File: src/rtl/itrx_aib_phy_dll_ctrl_if.sv
// Configuration/status bundle between the PHY register block and the DLL lock controller.
// The phase-detector input and the delay-line tap enables travel with it.
interface itrx_aib_phy_dll_ctrl_if #(
    parameter int unsigned DLYW = 10,
    parameter int unsigned NTAP = 64
);
    logic            dll_enable;
    logic            dll_lock_req;
    logic            dll_manual;
    logic [DLYW-1:0] dll_adjust;
    logic            pd_early;
    logic [DLYW-1:0] dll_code;
    logic [NTAP-1:0] dll_bk;
    logic            dll_lock;
    logic            dll_busy;

    modport master (
        output dll_enable, dll_lock_req, dll_manual, dll_adjust, pd_early,
        input  dll_code, dll_bk, dll_lock, dll_busy
    );

    modport slave (
        input  dll_enable, dll_lock_req, dll_manual, dll_adjust, pd_early,
        output dll_code, dll_bk, dll_lock, dll_busy
    );
endinterface

File: src/rtl/itrx_aib_phy_dll_ctrl.sv
// DLL lock controller: forwards a manual delay code, or steps the code from a synchronized
// early/late detector until it has dithered LOCK_CNT times, then freezes it.
module itrx_aib_phy_dll_ctrl #(
    parameter int unsigned DLYW     = 10,
    parameter int unsigned NTAP     = 64,
    parameter int unsigned SETTLE   = 8,
    parameter int unsigned LOCK_CNT = 4,
    parameter int unsigned SYNC     = 2
) (
    input logic                          clk,
    input logic                          rst_n,
    itrx_aib_phy_dll_ctrl_if.slave       bus
);
    localparam int unsigned     CntW     = $clog2(SETTLE + 1);
    localparam logic [DLYW-1:0] CodeMax  = DLYW'(NTAP - 1);
    localparam logic [CntW-1:0] SettleLd = CntW'(SETTLE - 1);
    localparam logic [3:0]      LockCnt  = 4'(LOCK_CNT);

    typedef enum logic [1:0] {StIdle, StSettle, StSample, StLocked} state_e;

    state_e          state_q, state_d;
    logic [DLYW-1:0] code_q, code_d;
    logic [SYNC-1:0] sync_q, sync_d;
    logic [CntW-1:0] cnt_q, cnt_d;
    logic [3:0]      rev_q, rev_d;
    logic            dir_vld_q, dir_vld_d;
    logic            dir_up_q, dir_up_d;
    logic            lock_q, lock_d;
    logic            busy_q, busy_d;

    logic            pde_s;
    logic            abort;
    logic            step_sat;
    logic [DLYW-1:0] code_step;
    logic [3:0]      rev_inc;
    logic [NTAP-1:0] bk;

    assign pde_s     = sync_q[SYNC-1];
    assign abort     = ~bus.dll_enable | ~bus.dll_lock_req;
    assign step_sat  = pde_s ? (code_q >= CodeMax) : (code_q == '0);
    assign code_step = pde_s ? code_q + DLYW'(1) : code_q - DLYW'(1);
    // A reversal only counts when a previous direction exists and differs.
    assign rev_inc   = (dir_vld_q && (dir_up_q != pde_s)) ? rev_q + 4'd1 : 4'd0;

    always_comb begin
        state_d   = state_q;
        code_d    = code_q;
        cnt_d     = cnt_q;
        rev_d     = rev_q;
        dir_vld_d = dir_vld_q;
        dir_up_d  = dir_up_q;
        sync_d    = {sync_q[SYNC-2:0], bus.pd_early};

        if (bus.dll_manual) begin
            state_d = StIdle;
            code_d  = (bus.dll_adjust > CodeMax) ? CodeMax : bus.dll_adjust;
        end else begin
            unique case (state_q)
                StIdle: begin
                    if (bus.dll_enable && bus.dll_lock_req) begin
                        state_d   = StSettle;
                        code_d    = '0;
                        rev_d     = '0;
                        dir_vld_d = 1'b0;
                        dir_up_d  = 1'b0;
                        cnt_d     = SettleLd;
                    end
                end
                StSettle: begin
                    if (abort) begin
                        state_d = StIdle;
                    end else if (cnt_q == '0) begin
                        state_d = StSample;
                    end else begin
                        cnt_d = cnt_q - CntW'(1);
                    end
                end
                StSample: begin
                    if (abort) begin
                        state_d = StIdle;
                    end else if (step_sat) begin
                        state_d   = StSettle;
                        cnt_d     = SettleLd;
                        rev_d     = '0;
                        dir_vld_d = 1'b0;
                    end else begin
                        code_d    = code_step;
                        rev_d     = rev_inc;
                        dir_vld_d = 1'b1;
                        dir_up_d  = pde_s;
                        cnt_d     = SettleLd;
                        state_d   = (rev_inc == LockCnt) ? StLocked : StSettle;
                    end
                end
                StLocked: begin
                    if (abort) begin
                        state_d = StIdle;
                    end
                end
                default: state_d = StIdle;
            endcase
        end

        lock_d = (state_d == StLocked);
        busy_d = (state_d == StSettle) || (state_d == StSample);
    end

    always_ff @(posedge clk or negedge rst_n) begin
        if (!rst_n) begin
            state_q   <= StIdle;
            code_q    <= '0;
            sync_q    <= '0;
            cnt_q     <= '0;
            rev_q     <= '0;
            dir_vld_q <= 1'b0;
            dir_up_q  <= 1'b0;
            lock_q    <= 1'b0;
            busy_q    <= 1'b0;
        end else begin
            state_q   <= state_d;
            code_q    <= code_d;
            sync_q    <= sync_d;
            cnt_q     <= cnt_d;
            rev_q     <= rev_d;
            dir_vld_q <= dir_vld_d;
            dir_up_q  <= dir_up_d;
            lock_q    <= lock_d;
            busy_q    <= busy_d;
        end
    end

    // Top tap never enables: code saturates at NTAP-1 so code > NTAP-1 cannot occur.
    always_comb begin
        bk = '0;
        for (int unsigned i = 0; i < NTAP - 1; i++) begin
            bk[i] = (code_q > DLYW'(i));
        end
    end

    assign bus.dll_code = code_q;
    assign bus.dll_bk   = bk;
    assign bus.dll_lock = lock_q;
    assign bus.dll_busy = busy_q;
endmodule

File: src/flat_wrapper.sv
// flat-port wrapper written by rule: the top's interface ports become plain ports
module itrx_aib_phy_dll_ctrl_flat 
#(
    parameter int unsigned DLYW     = 10,
    parameter int unsigned NTAP     = 64,
    parameter int unsigned SETTLE   = 8,
    parameter int unsigned LOCK_CNT = 4,
    parameter int unsigned SYNC     = 2
)
  (clk, rst_n, bus_dll_enable, bus_dll_lock_req, bus_dll_manual, bus_dll_adjust, bus_pd_early, bus_dll_code, bus_dll_bk, bus_dll_lock, bus_dll_busy);
  itrx_aib_phy_dll_ctrl_if #(.DLYW(DLYW), .NTAP(NTAP)) bus_i ();
  input logic clk;
  input logic rst_n;
  input wire logic [$bits(bus_i.dll_enable)-1:0] bus_dll_enable;
  input wire logic [$bits(bus_i.dll_lock_req)-1:0] bus_dll_lock_req;
  input wire logic [$bits(bus_i.dll_manual)-1:0] bus_dll_manual;
  input wire logic [$bits(bus_i.dll_adjust)-1:0] bus_dll_adjust;
  input wire logic [$bits(bus_i.pd_early)-1:0] bus_pd_early;
  output wire logic [$bits(bus_i.dll_code)-1:0] bus_dll_code;
  output wire logic [$bits(bus_i.dll_bk)-1:0] bus_dll_bk;
  output wire logic [$bits(bus_i.dll_lock)-1:0] bus_dll_lock;
  output wire logic [$bits(bus_i.dll_busy)-1:0] bus_dll_busy;
  assign bus_i.dll_enable = bus_dll_enable;
  assign bus_i.dll_lock_req = bus_dll_lock_req;
  assign bus_i.dll_manual = bus_dll_manual;
  assign bus_i.dll_adjust = bus_dll_adjust;
  assign bus_i.pd_early = bus_pd_early;
  assign bus_dll_code = bus_i.dll_code;
  assign bus_dll_bk = bus_i.dll_bk;
  assign bus_dll_lock = bus_i.dll_lock;
  assign bus_dll_busy = bus_i.dll_busy;
  itrx_aib_phy_dll_ctrl #(.DLYW(DLYW), .NTAP(NTAP), .SETTLE(SETTLE), .LOCK_CNT(LOCK_CNT), .SYNC(SYNC)) u_core (.clk(clk), .rst_n(rst_n), .bus(bus_i));
endmodule
File: config.mk
export PLATFORM = sky130hd
export DESIGN_NAME = itrx_aib_phy_dll_ctrl_flat
export DESIGN_NICKNAME = d
export VERILOG_FILES = /design/src/rtl/itrx_aib_phy_dll_ctrl_if.sv /design/src/rtl/itrx_aib_phy_dll_ctrl.sv /design/src/flat_wrapper.sv
export SDC_FILE = /design/constraint.sdc
export NUM_CORES = 1
export LEC_CHECK = 0
export ABC_AREA = 0
export CAP_MARGIN = 20
export CORE_MARGIN = 5
export CORE_UTILIZATION = 42
export CTS_BUF_LIST = sky130_fd_sc_hd__clkbuf_2 sky130_fd_sc_hd__clkbuf_4 sky130_fd_sc_hd__clkbuf_8
export DETAILED_ROUTE_END_ITERATION = 10
export GPL_ROUTABILITY_DRIVEN = 1
export GPL_TIMING_DRIVEN = 0
export MAX_ROUTING_LAYER = met4
export PLACE_DENSITY = 0.87
export SETUP_SLACK_MARGIN = 0.4
export SLEW_MARGIN = 5
export SYNTH_ARGS = -nofsm -noshare
export SYNTH_HDL_FRONTEND = slang
export SYNTH_SLANG_ARGS = --single-unit
File: constraint.sdc
create_clock -name clk -period 2.2 [get_ports clk]
set_input_delay 0.44 -clock clk [delete_from_list [all_inputs] [get_ports clk]]
set_output_delay 0.44 -clock clk [all_outputs]
set_load 0.02 [all_outputs]
==> metrics, run 1 <==
worst endpoint after global-route timing repair=bus_dll_bk[10]; status=did not finish; asr flop ratio synth=between 90% and 100%; clk root buf=clkbuf_8; Yosys reg bits=26; top cells by instance count after synthesis=45 x nand2_1, 44 x o21ai_0, 33 x nor2_1, 28 x a21oi_1, 26 x dfrtp_1; area of the mapped netlist=~2400 sq um; Die Height=between 80 and 90 um; largest cells by area after synthesis=dfrtp_1 27%, o21ai_0 9.1%, nand2_1 6.9%, a21oi_1 5.8%, nor2_1 5.1%; CTS buffer count=3; leading area contributor after synthesis=dfrtp_1; ys flop type=dfrtp_1; row count=27; worst endpoint type=primary output; sequential area share after synthesis=a little over a quarter; # IOs=slightly above 90; syn nets=around 370; I/O Buffers=90; Failed at=5_1_grt; Syn Area/Cell=approximately 7.1 sq um; Die Wd=between 80 and 90 um; Placement Setup Slack=-760 ps; Mapped Cells=roughly 340; gpl congestion=roughly 0.90; pin count of the biggest net entering global routing=16; Yosys cell types=a little under 60; Log Error=[ERROR DPL-0038] Utilization greater than 100%, impossible to legalize; Synth top area share=26.7%; Post-synth EDFFs=0; clock sink total=26; clk buf depth=2; HPWL after DPL=about 7300 um; Yosys warnings=0; H-tree depth=1; Initial Util=between 40% and 50%; top-count cell post-synth=nand2_1
[cells by family after synthesis]
logic type / count (synthesis) / synth area share [%]
other cells: 1 / 0.154
buf+inv: 47 / 7.77
simple gates: 128 / 26.4
flops: 26 / 26.7
fa+ha+maj: 8 / 4.12
mux: 4 / 1.70
compound gates: 124 / 31.7
xor+xnor: 4 / 1.44
[metrics by stage]
step	instance area, sq um	setup TNS [ps]	cells
after floorplan	3010	-939	342
after CTS	4980	-13700	575
after global placement	4000	-30860	504
after detailed placement	4030	-32220	505
[timing repair]
action / 4_1_cts
hold buffers: 0
endpoints found under the setup margin: 86
buffers inserted: 65
pin swaps: 30
resized for setup: 440
gates cloned: 1
==> inputs of run 2 (changes only) <==
CORE_UTILIZATION = 40   (was 42)
CTS_BUF_LIST = unset   (was sky130_fd_sc_hd__clkbuf_2 sky130_fd_sc_hd__clkbuf_4 sky130_fd_sc_hd__clkbuf_8)
MAX_ROUTING_LAYER = unset   (was met4)
PLACE_DENSITY = unset   (was 0.87)
PLACE_DENSITY_LB_ADDON = 0.15   (was unset)
SETUP_SLACK_MARGIN = unset   (was 0.4)
clock period = 2.85 ns   (was 2.2 ns; I/O delays follow)
==> metrics, run 2 <==
asr flop ratio synth=between 90% and 100%; commonest non-fill, non-tap cell in the layout=nand2_1; Post-synth EDFFs=0; Lkg Pwr=1.60 nW; ant diodes=0; total core area=5920 sq um; failing checks=negative setup slack; vias per inst=5.91; RSZ-0062 raised after global routing=true; share of cells above drive strength 1=between 20% and 30%; PnR Total Power=approximately 1.4 mW; Antenna Nets Post-Route=0; H-tree depth=1; largest cells by area after synthesis=dfrtp_1 27%, o21ai_0 9.1%, nand2_1 6.9%, a21oi_1 5.8%, nor2_1 5.1%; Yosys cell types=58; PD cells=between 300 and 400 nW/um^2; CTS buffer count=3; CP Data Arrival Time=approximately 2300 ps; Yosys reg bits=26; most frequent cells in the layout=45 x nand2_1, 42 x o21ai_0, 40 x clkdlybuf4s50_1; Initial Util=~40%; area of the mapped netlist=2430 sq um; FILL cells=roughly 560; Clk Latency, worst-skew pair=between 200 and 300 ps; Worst Setup End Kind=primary output; max_cap viols=0; register area=656 sq um; CP Launch Type=flop; first-pass GRT wire length=approximately 15,000 um; top-count cell post-synth=nand2_1; clk buf depth=2; gpl congestion=0.878; fmax=350 MHz; Vias=roughly 3.1k; vias in the first global route=a little under 3k; grt ovf=0; fin. max-slew vios=0; CTS tree=built; clk root buf=clkbuf_8; Synth top area share=between 20% and 30%; leading area contributor after synthesis=dfrtp_1; status=finished with violations; CP Class=reg2out; area taken by multi-input logic gates=roughly 1700 sq um; DR pass1 iterations=5; Hold Crit Class=reg2reg; Die Area=between 7000 and 8000 sq um; HPWL after DPL=a little under 7000 um; Starting DRT DRC Count=279; synth-to-layout area growth=53.1%; ys flop type=dfrtp_1; Syn Area/Cell=just over 7 sq um; Clk pin slew, worst setup/hold paths=around 100 ps; row count=28; syn nets=366; sequential area share after synthesis=a little over a quarter; Die Height=roughly 88 um; VDD IR-drop max=0.285 mV; CP max FO=5; pin count of the biggest net entering global routing=16; top cells by instance count after synthesis=45 x nand2_1, 44 x o21ai_0, 33 x nor2_1, 28 x a21oi_1, 26 x dfrtp_1; min setup slack post-route=-9.65 ps; Die Wd=slightly below 90 um; Mapped Cells=around 340; DRC viols=0; max reg flops=10; Worst-Margin Slew=just under 700 ps; antenna violations before repair=0; period utilization=100%; Total GRT Usage=about a quarter; final WL=roughly 9400 um; CP required=2280 ps; clock skew=~11 ps; Finished Cell Area=3720 sq um; hold slack=around 360 ps; final hold vios=0; Area after DPL=3450 sq um; nets=477; Wirelength per Cell=17.8 um; normalized max-slew margin=54.2%; final setup violation count=2; # IOs=around 90; I/O Buffers=90; clock sink total=26; post-route minimum period=around 2900 ps; Yosys warnings=0
run 2: per-stage QoR:
step / utilization, % / TNS [ps] / std cells / setup WS [ps]
floorplan: - / 0 / 342 / 47.4
CTS: 62.3 / -98.7 / 522 / -45.8
detailed placement: 58.3 / -12420 / 508 / -654
global route: 62.9 / -369 / 527 / -134
global placement: 57.9 / -11770 / 507 / -646
finish: 62.9 / -10.4 / 527 / -9.65
run 2: routing by layer:
layer	vias up	track usage (%)	wire length, um
met2	167	41.2	4660
li1	1453	-	-
met4	0	8.23	180
met5	-	0	0
met3	24	3.67	875
met1	1469	30.1	3680
run 2: cell families (layout without fill, tap and decap cells):
kind of cell | Yosys count | count (layout) | synth area share (%)
simple gates | 128 | 128 | 26.4
compound gates | 124 | 124 | 31.7
buf+inv | 47 | 157 | 7.77
flops | 26 | 26 | 26.7
fa+ha+maj | 8 | 8 | 4.12
xor+xnor | 4 | 4 | 1.44
mux | 4 | 4 | 1.70
other cells | 1 | 1 | 0.154
run 2: final timing paths:
check / depth (start not counted) / from / to / slack, ps
worst max-delay path: 8 / u_core.bus.dll_code[4]$_DFFE_PN0P_ / bus_dll_bk[6] / -10
worst min-delay path: 0 / u_core.sync_q[0]$_DFF_PN0_ / u_core.sync_q[1]$_DFF_PN0_ / 360
worst max register to register: 9 / u_core.bus.dll_code[1]$_DFFE_PN0P_ / u_core.bus.dll_code[4]$_DFFE_PN0P_ / 270
worst min register to register: 0 / u_core.sync_q[0]$_DFF_PN0_ / u_core.sync_q[1]$_DFF_PN0_ / 360
max in group asynchronous: 2 / rst_n / u_core.bus.dll_code[2]$_DFFE_PN0P_ / 1670
min in group asynchronous: 1 / rst_n / u_core.dir_up_q$_DFFE_PN0P_ / 660
run 2: layout make-up:
| cell class | instances | share of cell area (%) |
|---|---|---|
| timing repair buffer | 110 | 26.5 |
| inverter | 18 | 2.18 |
| tap | 75 | 2.52 |
| multi-input combinational | 269 | 45.1 |
| clock buffer | 3 | 1.11 |
| sequential | 26 | 17.6 |
| buffer | 25 | 4.13 |
| clock inverter | 1 | 0.806 |
run 2: critical path, cell delays in order (launching register included):
cell	delay, ps
dfrtp_1	440
buf_6	140
or4_4	550
nor3_4	230
buf_6	170
buf_4	120
mux2_2	140
nand2_1	40
buf_4	160
run 2: what timing repair did:
| action | in CTS | in global routing |
|---|---|---|
| setup buffers | 13 | 5 |
| hold buffers | 0 | 0 |
| gates resized for setup | 119 | 47 |
| gates cloned | 1 | 0 |
| endpoints found under the setup margin | 71 | 44 |
| pin swaps | 7 | 5 |
run 2: where the power goes:
group	switching, mW	internal, mW
clock network	0.128	0.188
logic	0.391	0.261
registers	0.0175	0.385
total	0.537	0.834
Note: power is estimated with default switching activity, not from simulation.
==> inputs of run 3 (changes only) <==
CTS_CLUSTER_SIZE = 40   (was unset)
==> results of run 3 <==
Final layout, timing and power as in run 2 (identical DEF).
==> inputs of run 4 (changes only) <==
CTS_CLUSTER_SIZE = 14   (was 40)
SKIP_CTS_REPAIR_TIMING = 1   (was unset)
==> metrics, run 4 (synthesis gave the netlist of run 2 again) <==
DRC viols=0; row count=28; Die Height=about 88 um; Total GRT Usage=22.6%; Wirelength per Cell=between 15 and 20 um; clk buf depth=2; Die Area=around 7700 sq um; most frequent cells in the layout=43 x nand2_1, 42 x o21ai_0, 41 x clkdlybuf4s50_1; # IOs=92; WP depth=9; CP Data Arrival Time=2430 ps; max reg flops=10; hold path startpoint=u_core.sync_q[0]$_DFF_PN0_; period utilization=105%; CP Class=reg2out; normalized max-slew margin=between 50 and 60%; clock sink total=26; clock skew=11.2 ps; reg2reg end=u_core.bus.dll_code[4]$_DFFE_PN0P_; Worst-Margin Slew=between 600 and 700 ps; CP required=2280 ps; Setup crit end=bus_dll_bk[5]; failing checks=negative setup slack; HPWL after DPL=between 6000 and 7000 um; worst-case reg-to-reg path depth=9; fmax=334 MHz; Antenna Nets Post-Route=0; Util after Layout=between 60% and 70%; crit-path cells=buf_4, or4_4, nor3_4, buf_4, buf_6, buf_6, nand2_4, a21o_1, buf_2; Vias=around 3.2k; DR pass1 iterations=5; PnR Total Power=1.41 mW; status=finished with violations; Worst Setup End Kind=primary output; Hold Crit Class=reg2reg; area taken by multi-input logic gates=around 1700 sq um; Clk pin slew, worst setup/hold paths=approximately 100 ps; VDD IR-drop max=0.287 mV; WP buf/inv=5; ant diodes=0; min setup slack post-route=-146 ps; final WL=approximately 9600 um; gpl congestion=approximately 0.9; slowest CP cell=or4_4; total core area=just under 6000 sq um; Initial Util=41.1%; CP max FO=4; Die Wd=~90 um; Critical Path Source=u_core.bus.dll_code[7]$_DFFE_PN0P_; clk root buf=clkbuf_8; CTS tree=built; register area=approximately 660 sq um; fin. max-slew vios=0; Starting DRT DRC Count=269; post-route minimum period=3000 ps; Clk Latency, worst-skew pair=between 200 and 300 ps; H-tree depth=1; FF-to-FF setup slack=~250 ps; Reg2Reg Launch Point=u_core.bus.dll_code[1]$_DFFE_PN0P_; Lkg Pwr=approximately 1.8 nW; share of cells above drive strength 1=about a fifth; FILL cells=~500; total negative slack=-503 ps; RSZ-0062 raised after global routing=true; CTS buffer count=3; grt ovf=0; max_cap viols=0; antenna violations before repair=0; I/O Buffers=90; pin count of the biggest net entering global routing=16; first-pass GRT wire length=between 10,000 and 15,000 um; PD cells=356 nW/um^2; synth-to-layout area growth=62.2%; vias per inst=5.93; nets=483; final setup violation count=5; final hold vios=0; vias in the first global route=~2.8k; Critical Path Max Stage Delay=~550 ps; commonest non-fill, non-tap cell in the layout=nand2_1; CP Launch Type=flop; crit-path leading delay family=simple AND/OR/NAND/NOR gates
-- run 4: cell count changes in the layout (fill, tap and decap cells not counted), sizes merged --
cell / previous run / this run
dlymetal6s2s: 7 / 38
inv: 15 / 16
clkbuf: 32 / 23
clkdlybuf4s50: 40 / 41
buf: 33 / 42
clkinvlp: 3 / 2
dlygate4sd2: 23 / 0
clkdlybuf4s15: 3 / 0
-- run 4: how the worst min path moves through the flow --
| stage | endpoint | slack, ps | cells past startpoint |
|---|---|---|---|
| finish | u_core.sync_q[1]$_DFF_PN0_ | 360 | 0 |
| global route | u_core.sync_q[1]$_DFF_PN0_ | 380 | 0 |
| CTS | u_core.sync_q[1]$_DFF_PN0_ | 370 | 0 |
| detailed placement | u_core.sync_q[1]$_DFF_PN0_ | 340 | 0 |
| global placement | u_core.sync_q[1]$_DFF_PN0_ | 340 | 0 |
| floorplan | u_core.bus.dll_busy$_DFF_PN0_ | 270 | 0 |
-- run 4: power breakdown --
part           internal, mW  switching, mW
clock network         0.188          0.127
registers             0.385         0.0172
logic                 0.290          0.398
-- run 4: cell type report --
class / count / area share, %
clock inverter: 1 / 0.761
multi-input combinational: 269 / 43.0
sequential: 26 / 16.7
clock buffer: 3 / 1.05
inverter: 18 / 2.09
buffer: 26 / 3.87
tap: 75 / 2.38
timing repair buffer: 115 / 30.2
-- run 4: per-layer routing --
| metal | wire length [um] | up-vias | global-route usage (%) | part of all wire [%] |
|---|---|---|---|---|
| met1 | 3830 | 1514 | 29.6 | 40 |
| met2 | 4730 | 162 | 38.3 | 49 |
| met4 | 204 | 0 | 7.25 | 2.1 |
| li1 | - | 1464 | - | - |
| met5 | 0 | - | 0 | 0 |
| met3 | 795 | 22 | 3.29 | 8.3 |
-- run 4: stage by stage --
stage | setup WS [ps] | instances | hold slack, ps | instance area, sq um
2_1_floorplan | 47.4 | 342 | 274 | 2430
3_3_place_gp | -646 | 507 | 336 | 3430
3_5_place_dp | -654 | 508 | 342 | 3450
4_1_cts | -972 | 512 | 366 | 3530
5_1_grt | -233 | 533 | 380 | 3950
6_report | -146 | 533 | 365 | 3950
